==> src/rtl/conv_result_writer_pkg.sv <==
// Shared types and pixel conversion for the conv result writer.
// Package name matches the conv-side naming used by the producer block.
package conv_io_pkg;

    localparam int DATA_W        = 32;
    localparam int PIX_W         = 8;
    localparam int PAD_VALUE_DEF = 0;

    typedef logic [PIX_W-1:0] pix_t;

    typedef enum logic [1:0] {
        IDLE = 2'd0,
        RUN  = 2'd1,
        DONE = 2'd2
    } wr_state_t;

    // One extra magnitude bit so the most-negative input maps to 2^(DATA_W-1).
    function automatic pix_t abs_sat(input logic signed [DATA_W-1:0] value,
                                     input logic                     saturate);
        logic [DATA_W:0] mag;
        pix_t            pix;
        if (value[DATA_W-1]) begin
            mag = {1'b0, ~value} + {{DATA_W{1'b0}}, 1'b1};
        end else begin
            mag = {1'b0, value};
        end
        if (saturate && (|mag[DATA_W:PIX_W])) begin
            pix = {PIX_W{1'b1}};
        end else begin
            pix = mag[PIX_W-1:0];
        end
        return pix;
    endfunction

endpackage

==> src/rtl/conv_result_writer_if.sv <==
// Result stream from conv plus the frame-buffer write port.
// slave is the writer's view, master is the environment's view.
interface conv_result_writer_if #(
    parameter int DATA_WIDTH = 32,
    parameter int PIX_WIDTH  = 8,
    parameter int ADDR_WIDTH = 16
);
    logic signed [DATA_WIDTH-1:0] result;
    logic                         resultValid;
    logic                         out_accepting_values;
    logic                         wr_en;
    logic [ADDR_WIDTH-1:0]        wr_addr;
    logic [PIX_WIDTH-1:0]         wr_data;
    logic                         wr_ready;

    modport master (
        output result, resultValid, wr_ready,
        input  out_accepting_values, wr_en, wr_addr, wr_data
    );

    modport slave (
        input  result, resultValid, wr_ready,
        output out_accepting_values, wr_en, wr_addr, wr_data
    );
endinterface

==> src/rtl/conv_result_writer_fifo.sv <==
// Ingress pixel FIFO with a registered output stage; count covers the
// storage array and the output stage together, so capacity is DEPTH.
module result_fifo
    import conv_io_pkg::*;
#(
    parameter int  DEPTH = 4,
    localparam int PW    = $clog2(DEPTH),
    localparam int CW    = PW + 1
) (
    input  logic          clock,
    input  logic          reset,
    input  logic          push,
    input  pix_t          push_data,
    input  logic          pop,
    output pix_t          pop_data,
    output logic          full,
    output logic          empty,
    output logic [CW-1:0] count
);

    pix_t          mem_r [DEPTH];
    logic [PW-1:0] wr_ptr_r;
    logic [PW-1:0] rd_ptr_r;
    logic [CW-1:0] mem_cnt_r;
    logic          out_valid_r;
    pix_t          out_data_r;

    logic push_ok_s;
    logic pop_ok_s;
    logic load_out_s;

    assign count      = mem_cnt_r + CW'(out_valid_r);
    assign full       = (count == CW'(DEPTH));
    assign empty      = !out_valid_r;
    assign pop_data   = out_data_r;
    assign push_ok_s  = push && !full;
    assign pop_ok_s   = pop && out_valid_r;
    assign load_out_s = (mem_cnt_r != {CW{1'b0}}) && (!out_valid_r || pop_ok_s);

    // Storage array write; contents need no reset because occupancy is tracked separately.
    always_ff @(posedge clock) begin
        if (push_ok_s) begin
            mem_r[wr_ptr_r] <= push_data;
        end
    end

    // Pointers, occupancy and the output stage.
    always_ff @(posedge clock or posedge reset) begin
        if (reset) begin
            wr_ptr_r    <= {PW{1'b0}};
            rd_ptr_r    <= {PW{1'b0}};
            mem_cnt_r   <= {CW{1'b0}};
            out_valid_r <= 1'b0;
            out_data_r  <= {PIX_W{1'b0}};
        end else begin
            if (push_ok_s) begin
                wr_ptr_r <= wr_ptr_r + PW'(1);
            end
            if (load_out_s) begin
                rd_ptr_r    <= rd_ptr_r + PW'(1);
                out_data_r  <= mem_r[rd_ptr_r];
                out_valid_r <= 1'b1;
            end else if (pop_ok_s) begin
                out_valid_r <= 1'b0;
            end
            case ({push_ok_s, load_out_s})
                2'b10:   mem_cnt_r <= mem_cnt_r + CW'(1);
                2'b01:   mem_cnt_r <= mem_cnt_r - CW'(1);
                default: mem_cnt_r <= mem_cnt_r;
            endcase
        end
    end

endmodule

==> src/rtl/conv_result_writer.sv <==
// Accepts conv results, converts them to magnitude pixels and writes them in
// raster order into a frame buffer, surrounded by a constant padding ring.
module conv_result_writer
    import conv_io_pkg::*;
#(
    parameter int DATA_WIDTH = DATA_W,
    parameter int PIX_WIDTH  = PIX_W,
    parameter int MAX_DIM    = 224,
    parameter int PAD        = 1,
    parameter int PAD_VALUE  = PAD_VALUE_DEF,
    parameter int ADDR_WIDTH = 16,
    parameter int FIFO_DEPTH = 4,
    parameter int SATURATE   = 1
) (
    input  logic                 clock,
    input  logic                 reset,
    input  logic                 start,
    input  logic [7:0]           out_dim,
    conv_result_writer_if.slave  bus,
    output logic                 busy,
    output logic                 done
);

    localparam int FCW = $clog2(FIFO_DEPTH) + 1;

    typedef logic [ADDR_WIDTH-1:0] cnt_t;

    wr_state_t state_r;
    cnt_t      dim_r;
    cnt_t      side_r;
    cnt_t      dd_r;
    cnt_t      last_addr_r;
    cnt_t      acc_cnt_r;
    cnt_t      x_r;
    cnt_t      y_r;
    cnt_t      ptr_r;
    logic      all_loaded_r;
    logic      wr_en_r;
    cnt_t      wr_addr_r;
    pix_t      wr_data_r;
    logic      busy_r;
    logic      done_r;

    cnt_t                   dim_in_s;
    cnt_t                   side_in_s;
    cnt_t                   dd_in_s;
    cnt_t                   last_in_s;
    logic signed [DATA_WIDTH-1:0] result_s;
    logic [PIX_WIDTH-1:0]   pad_pix_s;
    logic                   ready_s;
    logic                   push_s;
    pix_t                   push_pix_s;
    logic                   is_pad_s;
    logic                   slot_free_s;
    logic                   load_s;
    logic                   pop_s;
    logic                   accept_s;
    logic                   last_accept_s;
    pix_t                   fifo_data_s;
    logic                   fifo_full_s;
    logic                   fifo_empty_s;
    logic [FCW-1:0]         fifo_count_s;

    assign dim_in_s  = (cnt_t'(out_dim) > cnt_t'(MAX_DIM)) ? cnt_t'(MAX_DIM) : cnt_t'(out_dim);
    assign side_in_s = dim_in_s + cnt_t'(2 * PAD);
    assign dd_in_s   = cnt_t'(dim_in_s * dim_in_s);
    assign last_in_s = cnt_t'(side_in_s * side_in_s) - cnt_t'(1);

    assign result_s   = bus.result;
    assign pad_pix_s  = PIX_WIDTH'(PAD_VALUE);
    assign push_pix_s = abs_sat(result_s, SATURATE != 0);

    // Ready depends only on registered state, never on a same-cycle pop.
    assign ready_s = (state_r == RUN) && !fifo_full_s && (acc_cnt_r < dd_r);
    assign push_s  = bus.resultValid && ready_s;

    assign is_pad_s = (x_r < cnt_t'(PAD)) || (x_r >= cnt_t'(PAD) + dim_r) ||
                      (y_r < cnt_t'(PAD)) || (y_r >= cnt_t'(PAD) + dim_r);

    // The output register can take a new write when empty or being drained.
    assign slot_free_s   = !wr_en_r || bus.wr_ready;
    assign load_s        = (state_r == RUN) && !all_loaded_r && slot_free_s &&
                           (is_pad_s || !fifo_empty_s);
    assign pop_s         = load_s && !is_pad_s;
    assign accept_s      = wr_en_r && bus.wr_ready;
    assign last_accept_s = accept_s && (wr_addr_r == last_addr_r);

    result_fifo #(
        .DEPTH (FIFO_DEPTH)
    ) u_fifo (
        .clock     (clock),
        .reset     (reset),
        .push      (push_s),
        .push_data (push_pix_s),
        .pop       (pop_s),
        .pop_data  (fifo_data_s),
        .full      (fifo_full_s),
        .empty     (fifo_empty_s),
        .count     (fifo_count_s)
    );

    // Frame sequencing, raster position and registered write port.
    always_ff @(posedge clock or posedge reset) begin
        if (reset) begin
            state_r      <= IDLE;
            dim_r        <= {ADDR_WIDTH{1'b0}};
            side_r       <= {ADDR_WIDTH{1'b0}};
            dd_r         <= {ADDR_WIDTH{1'b0}};
            last_addr_r  <= {ADDR_WIDTH{1'b0}};
            acc_cnt_r    <= {ADDR_WIDTH{1'b0}};
            x_r          <= {ADDR_WIDTH{1'b0}};
            y_r          <= {ADDR_WIDTH{1'b0}};
            ptr_r        <= {ADDR_WIDTH{1'b0}};
            all_loaded_r <= 1'b0;
            wr_en_r      <= 1'b0;
            wr_addr_r    <= {ADDR_WIDTH{1'b0}};
            wr_data_r    <= {PIX_W{1'b0}};
            busy_r       <= 1'b0;
            done_r       <= 1'b0;
        end else begin
            case (state_r)
                IDLE: begin
                    done_r  <= 1'b0;
                    wr_en_r <= 1'b0;
                    if (start) begin
                        state_r      <= RUN;
                        busy_r       <= 1'b1;
                        dim_r        <= dim_in_s;
                        side_r       <= side_in_s;
                        dd_r         <= dd_in_s;
                        last_addr_r  <= last_in_s;
                        acc_cnt_r    <= {ADDR_WIDTH{1'b0}};
                        x_r          <= {ADDR_WIDTH{1'b0}};
                        y_r          <= {ADDR_WIDTH{1'b0}};
                        ptr_r        <= {ADDR_WIDTH{1'b0}};
                        all_loaded_r <= 1'b0;
                    end else begin
                        busy_r <= 1'b0;
                    end
                end
                RUN: begin
                    if (push_s) begin
                        acc_cnt_r <= acc_cnt_r + cnt_t'(1);
                    end
                    if (load_s) begin
                        wr_en_r      <= 1'b1;
                        wr_addr_r    <= ptr_r;
                        wr_data_r    <= is_pad_s ? pad_pix_s : fifo_data_s;
                        ptr_r        <= ptr_r + cnt_t'(1);
                        all_loaded_r <= (ptr_r == last_addr_r);
                        if (x_r == side_r - cnt_t'(1)) begin
                            x_r <= {ADDR_WIDTH{1'b0}};
                            y_r <= y_r + cnt_t'(1);
                        end else begin
                            x_r <= x_r + cnt_t'(1);
                        end
                    end else if (accept_s) begin
                        wr_en_r <= 1'b0;
                    end
                    if (last_accept_s) begin
                        state_r <= DONE;
                        busy_r  <= 1'b0;
                        done_r  <= 1'b1;
                    end
                end
                DONE: begin
                    done_r  <= 1'b0;
                    state_r <= IDLE;
                end
                default: begin
                    state_r <= IDLE;
                end
            endcase
        end
    end

    assign bus.out_accepting_values = ready_s;
    assign bus.wr_en                = wr_en_r;
    assign bus.wr_addr              = wr_addr_r;
    assign bus.wr_data              = wr_data_r;
    assign busy                     = busy_r;
    assign done                     = done_r;

endmodule

==> src/flat_wrapper.sv <==
// flat-port wrapper written by rule: the top's interface ports become plain ports
module conv_result_writer_flat import conv_io_pkg::*;
#(
    parameter int DATA_WIDTH = DATA_W,
    parameter int PIX_WIDTH  = PIX_W,
    parameter int MAX_DIM    = 224,
    parameter int PAD        = 1,
    parameter int PAD_VALUE  = PAD_VALUE_DEF,
    parameter int ADDR_WIDTH = 16,
    parameter int FIFO_DEPTH = 4,
    parameter int SATURATE   = 1
)
  (clock, reset, start, out_dim, busy, done, bus_result, bus_resultValid, bus_wr_ready, bus_out_accepting_values, bus_wr_en, bus_wr_addr, bus_wr_data);
  conv_result_writer_if #(.DATA_WIDTH(DATA_WIDTH), .PIX_WIDTH(PIX_WIDTH), .ADDR_WIDTH(ADDR_WIDTH)) bus_i ();
  input  logic clock;
  input  logic reset;
  input  logic start;
  input  logic [7:0] out_dim;
  output logic busy;
  output logic done;
  input wire logic [$bits(bus_i.result)-1:0] bus_result;
  input wire logic [$bits(bus_i.resultValid)-1:0] bus_resultValid;
  input wire logic [$bits(bus_i.wr_ready)-1:0] bus_wr_ready;
  output wire logic [$bits(bus_i.out_accepting_values)-1:0] bus_out_accepting_values;
  output wire logic [$bits(bus_i.wr_en)-1:0] bus_wr_en;
  output wire logic [$bits(bus_i.wr_addr)-1:0] bus_wr_addr;
  output wire logic [$bits(bus_i.wr_data)-1:0] bus_wr_data;
  assign bus_i.result = bus_result;
  assign bus_i.resultValid = bus_resultValid;
  assign bus_i.wr_ready = bus_wr_ready;
  assign bus_out_accepting_values = bus_i.out_accepting_values;
  assign bus_wr_en = bus_i.wr_en;
  assign bus_wr_addr = bus_i.wr_addr;
  assign bus_wr_data = bus_i.wr_data;
  conv_result_writer #(.DATA_WIDTH(DATA_WIDTH), .PIX_WIDTH(PIX_WIDTH), .MAX_DIM(MAX_DIM), .PAD(PAD), .PAD_VALUE(PAD_VALUE), .ADDR_WIDTH(ADDR_WIDTH), .FIFO_DEPTH(FIFO_DEPTH), .SATURATE(SATURATE)) u_core (.clock(clock), .reset(reset), .start(start), .out_dim(out_dim), .bus(bus_i), .busy(busy), .done(done));
endmodule
==> config.mk <==
export PLATFORM = sky130hd
export DESIGN_NAME = conv_result_writer_flat
export DESIGN_NICKNAME = d
export VERILOG_FILES = /design/src/rtl/conv_result_writer_pkg.sv /design/src/rtl/conv_result_writer_if.sv /design/src/rtl/conv_result_writer_fifo.sv /design/src/rtl/conv_result_writer.sv /design/src/flat_wrapper.sv
export SDC_FILE = /design/constraint.sdc
export NUM_CORES = 1
export LEC_CHECK = 0
export ABC_AREA = 1
export CAP_MARGIN = 40
export CELL_PAD_IN_SITES_DETAIL_PLACEMENT = 1
export CELL_PAD_IN_SITES_GLOBAL_PLACEMENT = 2
export CORE_MARGIN = 2
export CORE_UTILIZATION = 40
export DETAILED_ROUTE_END_ITERATION = 6
export GPL_ROUTABILITY_DRIVEN = 0
export GPL_TIMING_DRIVEN = 0
export HOLD_SLACK_MARGIN = 0.12
export PLACE_DENSITY_LB_ADDON = 0.15
export SLEW_MARGIN = 40
export SYNTH_ARGS = -nofsm -noshare
export SYNTH_HDL_FRONTEND = slang
export SYNTH_SLANG_ARGS = --single-unit
==> constraint.sdc <==
create_clock -name clock -period 15.6 [get_ports clock]
set_input_delay 4.68 -clock clock [delete_from_list [all_inputs] [get_ports clock]]
set_output_delay 4.68 -clock clock [all_outputs]
set_load 0.01 [all_outputs]
### Yosys cells after proc, flatten, opt, wreduce, memory -nomap -nowiden

Memory sizes are Yosys's and may differ from the RTL's. A register that Yosys moved wholly into a read port is not among the register bits.
Index checks and enable logic that the tools add are counted.

* multipliers: 2
* reductions and logical operators: 40
* add/sub/neg operators: 14
* equal/unequal tests: 14
* muxes and demuxes: 34
* $lt $le $gt $ge: 6
* bitwise gates (word level): 1

Operators by type and width (count)
* $pmux W16 S2: 4
* $mux W16: 7
* $add A16 B1 Y16 const B: 4
* $eq A16 B16 Y1: 3
* $add A32 B1 Y33 const B: 1
* $mux W33: 1
* $ge A16 B16 Y1: 2
* $lt A16 B1 Y1 const B: 2
* $mul A16 B16 Y16: 2
* $not A32 Y32: 1
* $sub A16 B1 Y16 const B: 2
* $reduce_or A25 Y1: 1
* $mux W8: 3
* $add A1 B16 Y16 const A: 1
* $add A16 B2 Y16 const B: 1
* $lt A16 B16 Y1: 1
* $logic_and A1 B1 Y1: 12
* $reduce_and A2 Y1: 6
* $mux W1: 11
* $gt A8 B8 Y1 const B: 1
* $pmux W1 S2: 4
* $reduce_bool A2 Y1: 4
* $logic_or A1 B1 Y1: 6
* $ne A2 B2 Y1 const B: 3
* other kinds (18): 28

* memories kept: 1
* bits in writable memories: 32
* register bits: 166
* output and inout bits: 28
* bits of input ports: 45
* word-level logic and storage cells: 131

Memories
* u_core.u_fifo.mem_r: depth 4, width 8, read ports 1, clocked after Yosys merged registers in 1, wr ports 1, RTL line conv_result_writer_fifo.sv:21 `pix_t mem_r [DEPTH];`

### Longest topological paths before layout

Gate-level depths: netlist (run 1).

* depth in word-level cells: 13
* gate-level depth with buffers: 32
* mapped depth without buffers: 31

### Hierarchy

Synthesis (run 1) repeated with hierarchy kept, for this count alone.

* cells, all modules: 2226
* area total of the unflattened synthesis: 16225.6 um^2

Modules (own cells, without submodules)
* conv_result_writer: area each 13985.9 um^2, instances 1, cells each 2001, sequential area each 3453.3 um^2
* result_fifo: area each 2239.6 um^2, instances 1, cells each 225, sequential area each 1361.3 um^2

### Least setup slack after synthesis (run 1)

OpenSTA, ideal clock, no wires.

* path kind: in2reg
* start point: input out_dim[5]
* end point: register u_core.last_addr_r[14]
* path slack: 5.241 ns
* required time: 15.482 ns
* stages on the path: 26
* data arrival time: 10.241 ns
* buffers on the path: 1
* library setup time: 0.118 ns
* path through: buf_2 inv_2 nor2_1 nand2_1 inv_1 nor2_1 inv_1 ha_1 inv_1 nand2_1 fa_1 inv_1 fa_1 ha_1 fa_1 inv_1 fa_1 fa_1 inv_1 ha_1 a21oi_1 o21ai_0 a211oi_1 nand3_1 nand3_1 nand2_1

* cells in the longest elaborated chain, start to end: 5

RTL lines
* start: declaration: RTL line flat_wrapper.sv:18 `input logic [7:0] out_dim;`
* $gt A8 B8 Y1: RTL line conv_result_writer.sv:64 `assign dim_in_s = (cnt_t'(out_dim) > cnt_t'(MAX_DIM)) ? cnt_t'(MAX_DIM) : cnt_t'(out_dim);`
* $mux W8: RTL line conv_result_writer.sv:64
* via u_core.dim_in_s[1]: RTL line conv_result_writer.sv:44 `cnt_t dim_in_s;`
* $add A16 B2 Y16: RTL line conv_result_writer.sv:65 `assign side_in_s = dim_in_s + cnt_t'(2 * PAD);`
* via u_core.side_in_s[1]: RTL line conv_result_writer.sv:45 `cnt_t side_in_s;`
* $mul A16 B16 Y16: RTL line conv_result_writer.sv:67 `assign last_in_s = cnt_t'(side_in_s * side_in_s) - cnt_t'(1);`
* $sub A16 B1 Y16: RTL line conv_result_writer.sv:67
* end signal: assignment: RTL line conv_result_writer.sv:109 `last_addr_r <= {ADDR_WIDTH{1'b0}};`
* end signal: assignment: RTL line conv_result_writer.sv:131 `last_addr_r <= last_in_s;`
* end: declaration: RTL line conv_result_writer.sv:32 `cnt_t last_addr_r;`

The timed path passes the listed nets, and every way through them passes these cells.
A chain may end at the register's enable or synchronous reset.

### Final worst setup path (run 1)

* start point: input out_dim[2]
* end point: register u_core.last_addr_r[14]

Same word-level chain as after synthesis.

==> metrics.yaml, run 1 <==
drtIter0Drc: 734
min_to: "u_core.u_fifo.pop_data[5]$_DFFE_PP0P_"
ctsHoldBuffers: 0
worst-endpoint-required_ns: 15.94
die-height_um: 202
fillers: 4911
skew_ns: 0.0142
ys.warnings.count: 0
finalSetupTns_ns: 0
synth_enable_flop_cells: 32
r2r-start: "u_core.dim_r[2]$_DFFE_PP0P_"
synth-async-reset-ratio_pct: 82.8
p_int_w: 0.00129
cts-root-buf: "clkbuf_16"
crit_type: "in2reg"
synth.most_common_cell: "nand2_1"
port_buffers: 69
grt_pass1_wl_um: 77400
period_needed_ns: 11.60
hold_depth: 2
core_um2: 38700
synth_seq_area_share_pct: 30.5
hp-class: "reg2reg"
cts_tree: "built"
min_period_over_period_pct: 74.4
slew_violations: 0
wirelength_um: 46600
p_leak_nw: 8.81
reg2reg_to: "u_core.u_fifo.mem_cnt_r[2]$_DFFE_PP0P_"
max_freq_ghz: 0.0862
area_delta_synth_final_pct: 13.1
synth_top_area_share_pct: 24.5
ys_seq_elements: 186
initial_core_util_pct: 40.7
drc: 0
ys_top_cells_by_count: "466 x nand2_1, 290 x inv_1, 231 x nor2_1, 166 x nand3_1, 154 x dfrtp_1"
diodes: 0
rsz0062_at_grt: "false"
grt_overflow: 0
status: "completed"
clkSlewWorstSetupHoldPaths_ns: 0.07
cts_resized: 0
grt_usage_pct: 23.8
hold_start: "u_core.u_fifo.pop_data[5]$_DFFE_PP0P_"
synth_cell_types: 50
syn_area_um2: 15800
io_pins: 73
ir_worst_vdd_mv: 0.0878
multiInputGateArea_um2: 9640
firstDrtPassIters: 4
cts_buffers: 17
ff_latch_area_um2: 4810
worstSetupEndpointType: "register"
crit_arrival_ns: 11.94
relSlewSlack_pct: 47.3
h-tree-depth: 4
reg2regPathDepth: 22
final_nets: 2416
postSynthCellCount: 2074
synthTopCellsByArea: "dfrtp_1 24%, nand2_1 11%, fa_1 9.3%"
drive_gt1_share_pct: 4.46
setup_violations: 0
comb_power_share_pct: 53.9
grt_max_degree: 68
cellPowerDensity_nw_per_um2: 133
clkPwrFrac_pct: 19.0
clk-insertion-delay-late_ns: 0.46
grt_pass1_vias: 14700
finalHoldViolCount: 0
cp-start-kind: "primary input"
clk_path_buf_depth: 2
tightest_slew_ns: 0.788
cts_sinks: 186
p_sw_w: 0.00108
die_w_um: 202
avgSynthCellArea_um2: 7.60
fp.dieArea_um2: 41000
rows: 72
netSwitchingFraction_pct: 45.7
synth_top_area_cell: "dfrtp_1"
viasPerCell: 5.10
grt_antenna_before_repair: 0
r2r_slack_ns: 11.34
critPathMaxFanout: 8
post_cts_buffers: 0
total_power_w: 0.00237
place_hpwl_um: 37700
seqPwrFrac_pct: 27.2
drv_cap: 0
detail_route.wl_per_cell_um: 17.2
synth_flop_cell: "dfrtp_1"
ant_nets: 0
vias: 13800
[worst max-delay path by stage]
| stage | start | to | slack, ns | depth (start not counted) |
|---|---|---|---|---|
| detailed placement | out_dim[2] | u_core.last_addr_r[14]$_DFFE_PP0P_ | 3.59 | 26 |
| global placement | out_dim[2] | u_core.last_addr_r[14]$_DFFE_PP0P_ | 3.70 | 26 |
| CTS | out_dim[2] | u_core.last_addr_r[15]$_DFFE_PP0P_ | 4.04 | 29 |
| finish | out_dim[2] | u_core.last_addr_r[14]$_DFFE_PP0P_ | 4.00 | 26 |
| floorplan | out_dim[5] | u_core.last_addr_r[14]$_DFFE_PP0P_ | 5.24 | 26 |
| global route | out_dim[2] | u_core.last_addr_r[15]$_DFFE_PP0P_ | 3.53 | 29 |
[cell families after synthesis]
logic type	count (synthesis)	share of synthesized area, %
xor+xnor	126	7.09
other cells	2	0.0477
fa+ha+maj	189	18.5
buf+inv	357	8.74
compound gates	222	7.74
simple gates	991	27.3
mux	1	0.0635
flops	186	30.5
[layout make-up]
| cell class | count | area share [%] |
|---|---|---|
| Multi-Input combinational cell | 1549 | 54.1 |
| Timing Repair Buffer | 71 | 4.18 |
| Sequential cell | 186 | 27.0 |
| Clock buffer | 18 | 2.41 |
| Tap cell | 518 | 3.64 |
| Inverter | 295 | 6.25 |
| Clock inverter | 14 | 0.898 |
| Buffer | 62 | 1.52 |
[routing by layer]
layer	vias up	global-route usage [%]	wire length, µm
met5	-	0	0
met4	0	6.18	728
met2	104	40.0	22400
li1	6841	-	-
met1	6858	32.4	22600
met3	37	3.08	930
[critical path, cell delays in order]
cell and delay [ns]:
clkdlybuf4s50_1 0.60, nor3_1 0.27, nand3_1 0.09, nand2_1 0.15, inv_1 0.08, nor2_1 0.49
inv_1 0.32, ha_1 0.46, inv_1 0.23, nand2_1 0.12, fa_1 0.54, inv_1 0.07
fa_1 0.48, ha_1 0.32, fa_1 0.48, inv_1 0.05, fa_1 0.51, fa_1 0.54
inv_1 0.04, ha_1 0.36, a21oi_1 0.26, o21ai_0 0.18, a211oi_1 0.30, nand3_1 0.12
nand3_1 0.11, nand2_1 0.07
[registers in the layout, indices dropped and copies added (netlist names), 2 cells and up]
signal / cells
u_core.dd_r: 14
u_core.u_fifo.rd_ptr_r: 2
u_core.ptr_r: 16
u_core.y_r: 16
u_core.u_fifo.mem_cnt_r: 3
u_core.bus.wr_addr: 16
u_core.acc_cnt_r: 16
u_core.bus.wr_data: 8
u_core.u_fifo.wr_ptr_r: 2
u_core.last_addr_r: 15
u_core.u_fifo.mem_r: 32
u_core.dim_r: 7
u_core.u_fifo.pop_data: 8
u_core.state_r: 2
u_core.x_r: 16
u_core.side_r: 8
[stage by stage]
step / std cells / hold slack [ns] / util, % / worst slack (ns) / area [µm²]
final: 2713 / 0.473 / 46.0 / 4.00 / 17800
after CTS: 2713 / 0.477 / 46.0 / 4.04 / 17800
after global placement: 2679 / 0.456 / 44.3 / 3.70 / 17200
after detailed placement: 2681 / 0.459 / 44.5 / 3.59 / 17200
after floorplan: 2092 / 0.442 / - / 5.24 / 15800
after global routing: 2713 / 0.499 / 46.0 / 3.53 / 17800
[cells in the final DEF (no fill, tap or decap), types with 3 or more instances in the layout]
cell type and count:
o21ai_0 109, clkbuf_1 42, nor2_2 7, nand2_2 8, nor2_4 5, inv_6 4
inv_2 5, o21a_1 5, o211ai_1 3, edfxtp_1 32, nand2_4 3, o31ai_1 4
a21oi_1 57, nor3_1 36, xnor2_1 25, o22ai_1 15, dfrtp_1 154, nor3b_1 6
nand2_1 466, clkbuf_16 17, ha_1 116, o21bai_1 4, inv_1 289, nand3b_1 13
clkinvlp_4 5, nand4_1 25, or2_2 11, conb_1 20, nand3_1 166, nor2_1 229
buf_2 15, o21ai_1 12, clkdlybuf4s50_1 69, inv_8 3, xor2_1 100, fa_1 73
nor4_1 12
[power by group through the flow]
stage	clock, W	combinational [W]	sequential (W)
CTS	0.000459	0.00129	0.000643
detailed placement	0	0.00128	0.000651
global placement	0	0.00123	0.000649
floorplan	0	0.000919	0.000633
global route	0.000477	0.00148	0.000653
finish	0.000450	0.00128	0.000643
(Power assumes the default switching activity.)
==> run 2: changes to the inputs <==
--- a/config.mk
+++ b/config.mk
@@ -10,7 +10,7 @@
 export CELL_PAD_IN_SITES_DETAIL_PLACEMENT = 1
 export CELL_PAD_IN_SITES_GLOBAL_PLACEMENT = 2
 export CORE_MARGIN = 2
-export CORE_UTILIZATION = 40
+export CORE_UTILIZATION = 37
 export DETAILED_ROUTE_END_ITERATION = 6
 export GPL_ROUTABILITY_DRIVEN = 0
 export GPL_TIMING_DRIVEN = 0
==> constraint.sdc (replaced) <==
create_clock -name clock -period 11.2 [get_ports clock]
set_input_delay 3.36 -clock clock [delete_from_list [all_inputs] [get_ports clock]]
set_output_delay 3.36 -clock clock [all_outputs]
set_load 0.01 [all_outputs]
==> metrics.yaml, run 2 (synthesis results as in run 1) <==
tightest_slew_ns: 0.847  # +0.0585 ns
slew_violations: 0  # unchanged
diodes: 0  # unchanged
stdcell_area_um2: 17800  # about the same
place_hpwl_um: 38200  # +1.3%
rsz0062_at_grt: "false"
final_cell_count_no_fill: 2734  # +0.77%
io_pins: 73  # unchanged
post-route-util_pct: 42.4  # -3.6 points
total_power_w: 0.00329  # +39%
regMostFlops: "u_core.u_fifo.mem_r"
placed_cell_area_um2: 17300  # +0.15%
p_leak_nw: 8.82  # about the same
status: "completed"
drtIter0Drc: 767  # +4.5%
relSlewSlack_pct: 43.6  # -3.7 points
area_delta_synth_final_pct: 13.2  # about the same
post-place-cells: 2702  # +0.78%
crit_arrival_ns: 10.73  # -1.21 ns
cellPowerDensity_nw_per_um2: 184  # +39%
die_w_um: 210  # +3.9%
most-common-layout-cells: "466 x nand2_1, 289 x inv_1, 231 x nor2_1"
r2r_slack_ns: 6.99  # -4.35 ns
drv_cap: 0  # unchanged
hp-class: "reg2reg"
clk_path_buf_depth: 2  # unchanged
mostFrequentLayoutCell: "nand2_1"
ctsHoldBuffers: 0  # unchanged
die-height_um: 210  # +3.9%
cts-root-buf: "clkbuf_16"
critPathMaxFanout: 8  # unchanged
clkSlewWorstSetupHoldPaths_ns: 0.07  # about the same
post_cts_buffers: 0  # unchanged
h-tree-depth: 4  # unchanged
initial_core_util_pct: 37.5  # -3.2 points
ant_nets: 0  # unchanged
vias: 13900  # +0.11%
viasPerCell: 5.07  # -0.66%
core_um2: 42000  # +8.5%
grt_pass1_wl_um: 78900  # +1.9%
grt_antenna_before_repair: 0  # unchanged
detail_route.wl_per_cell_um: 17.2  # +0.22%
period_needed_ns: 10.39
firstDrtPassIters: 5  # +1
grt_overflow: 0  # unchanged
finalSetupTns_ns: 0  # unchanged
min_period_over_period_pct: 92.8
multiInputGateArea_um2: 9640  # about the same
grt_usage_pct: 22.5  # -1.3 points
rows: 75  # +4.2%
clk-insertion-delay-late_ns: 0.47  # about the same
cts_sinks: 186  # unchanged
drive_gt1_share_pct: 4.42  # -0.046 points
ir_worst_vdd_mv: 0.177  # +100%
grt_max_degree: 72  # +5.9%
crit_type: "in2reg"
port_buffers: 69  # unchanged
final_nets: 2416  # unchanged
largest_reg_flops: 32  # unchanged
cts_tree: "built"
worstSetupEndpointType: "register"
fillers: 5267  # +7.2%
cts_buffers: 17  # unchanged
cp-start-kind: "primary input"
setup_violations: 0  # unchanged
worst-endpoint-required_ns: 11.54  # -4.40 ns
grt_pass1_vias: 14800  # +0.068%
max_freq_ghz: 0.0963
wirelength_um: 47100  # +1.0%
fp.dieArea_um2: 44300  # +7.9%
ff_latch_area_um2: 4810  # unchanged
finalHoldViolCount: 0  # unchanged
drc: 0  # unchanged
cts_resized: 0  # unchanged
skew_ns: 0.0147  # +0.000520 ns
[run 2: power by group]
part | internal [W] | switching (W)
Sequential | 0.000798 | 0.0000971
Combinational | 0.000657 | 0.00112
Clock | 0.000315 | 0.000303
[run 2: critical path, stage by stage]
cell             delay (ns)
clkdlybuf4s50_1        0.60
nor3_1                 0.37
nand3_1                0.11
nand2_1                0.16
inv_1                  0.07
nor2_1                 0.48
inv_1                  0.32
ha_1                   0.44
inv_1                  0.23
nand2_1                0.12
fa_1                   0.54
inv_1                  0.07
fa_1                   0.49
ha_1                   0.33
fa_1                   0.49
inv_1                  0.06
fa_1                   0.52
fa_1                   0.54
inv_1                  0.04
ha_1                   0.35
a21oi_1                0.26
o21ai_0                0.18
a211oi_1               0.30
nand3_1                0.11
nand3_1                0.12
nand2_1                0.06
[run 2: path summary, 6_finish.rpt]
kind,from,to,cells after the start
max reg2reg,u_core.dim_r[2]$_DFFE_PP0P_,u_core.u_fifo.mem_cnt_r[2]$_DFFE_PP0P_,22
max in group asynchronous,reset,u_core.side_r[8]$_DFFE_PP0P_,3
min in group asynchronous,reset,u_core.bus.wr_data[5]$_DFFE_PP0P_,2
min,u_core.u_fifo.pop_data[0]$_DFFE_PP0P_,u_core.u_fifo.pop_data[0]$_DFFE_PP0P_,2
max,out_dim[2],u_core.last_addr_r[14]$_DFFE_PP0P_,26
min reg2reg,u_core.u_fifo.pop_data[0]$_DFFE_PP0P_,u_core.u_fifo.pop_data[0]$_DFFE_PP0P_,2
[run 2: area by class of cell]
class                      count  area share (%)
buffer                        62            1.52
clock buffer                  17            2.38
clock inverter                15           0.877
inverter                     295            6.25
multi-input combinational   1549            54.0
sequential                   186            27.0
tap                          539            3.78
timing repair buffer          71            4.18
[run 2: routing by layer]
layer | global-route usage [%] | vias to the layer above | share of wire, %
met5 | 0 | - | 0
met4 | 5.63 | 0 | 1.8
met3 | 2.64 | 32 | 1.9
met2 | 37.5 | 125 | 47
met1 | 31.3 | 6868 | 49
li1 | - | 6830 | -
[run 2: per-stage QoR]
| step | worst slack (ns) | hold WS (ns) |
|---|---|---|
| after CTS | 0.896 | 0.479 |
| after floorplan | 2.16 | 0.442 |
| after global placement | 0.455 | 0.457 |
| final | 0.812 | 0.474 |
| after global routing | 0.407 | 0.513 |
| after detailed placement | 0.446 | 0.460 |
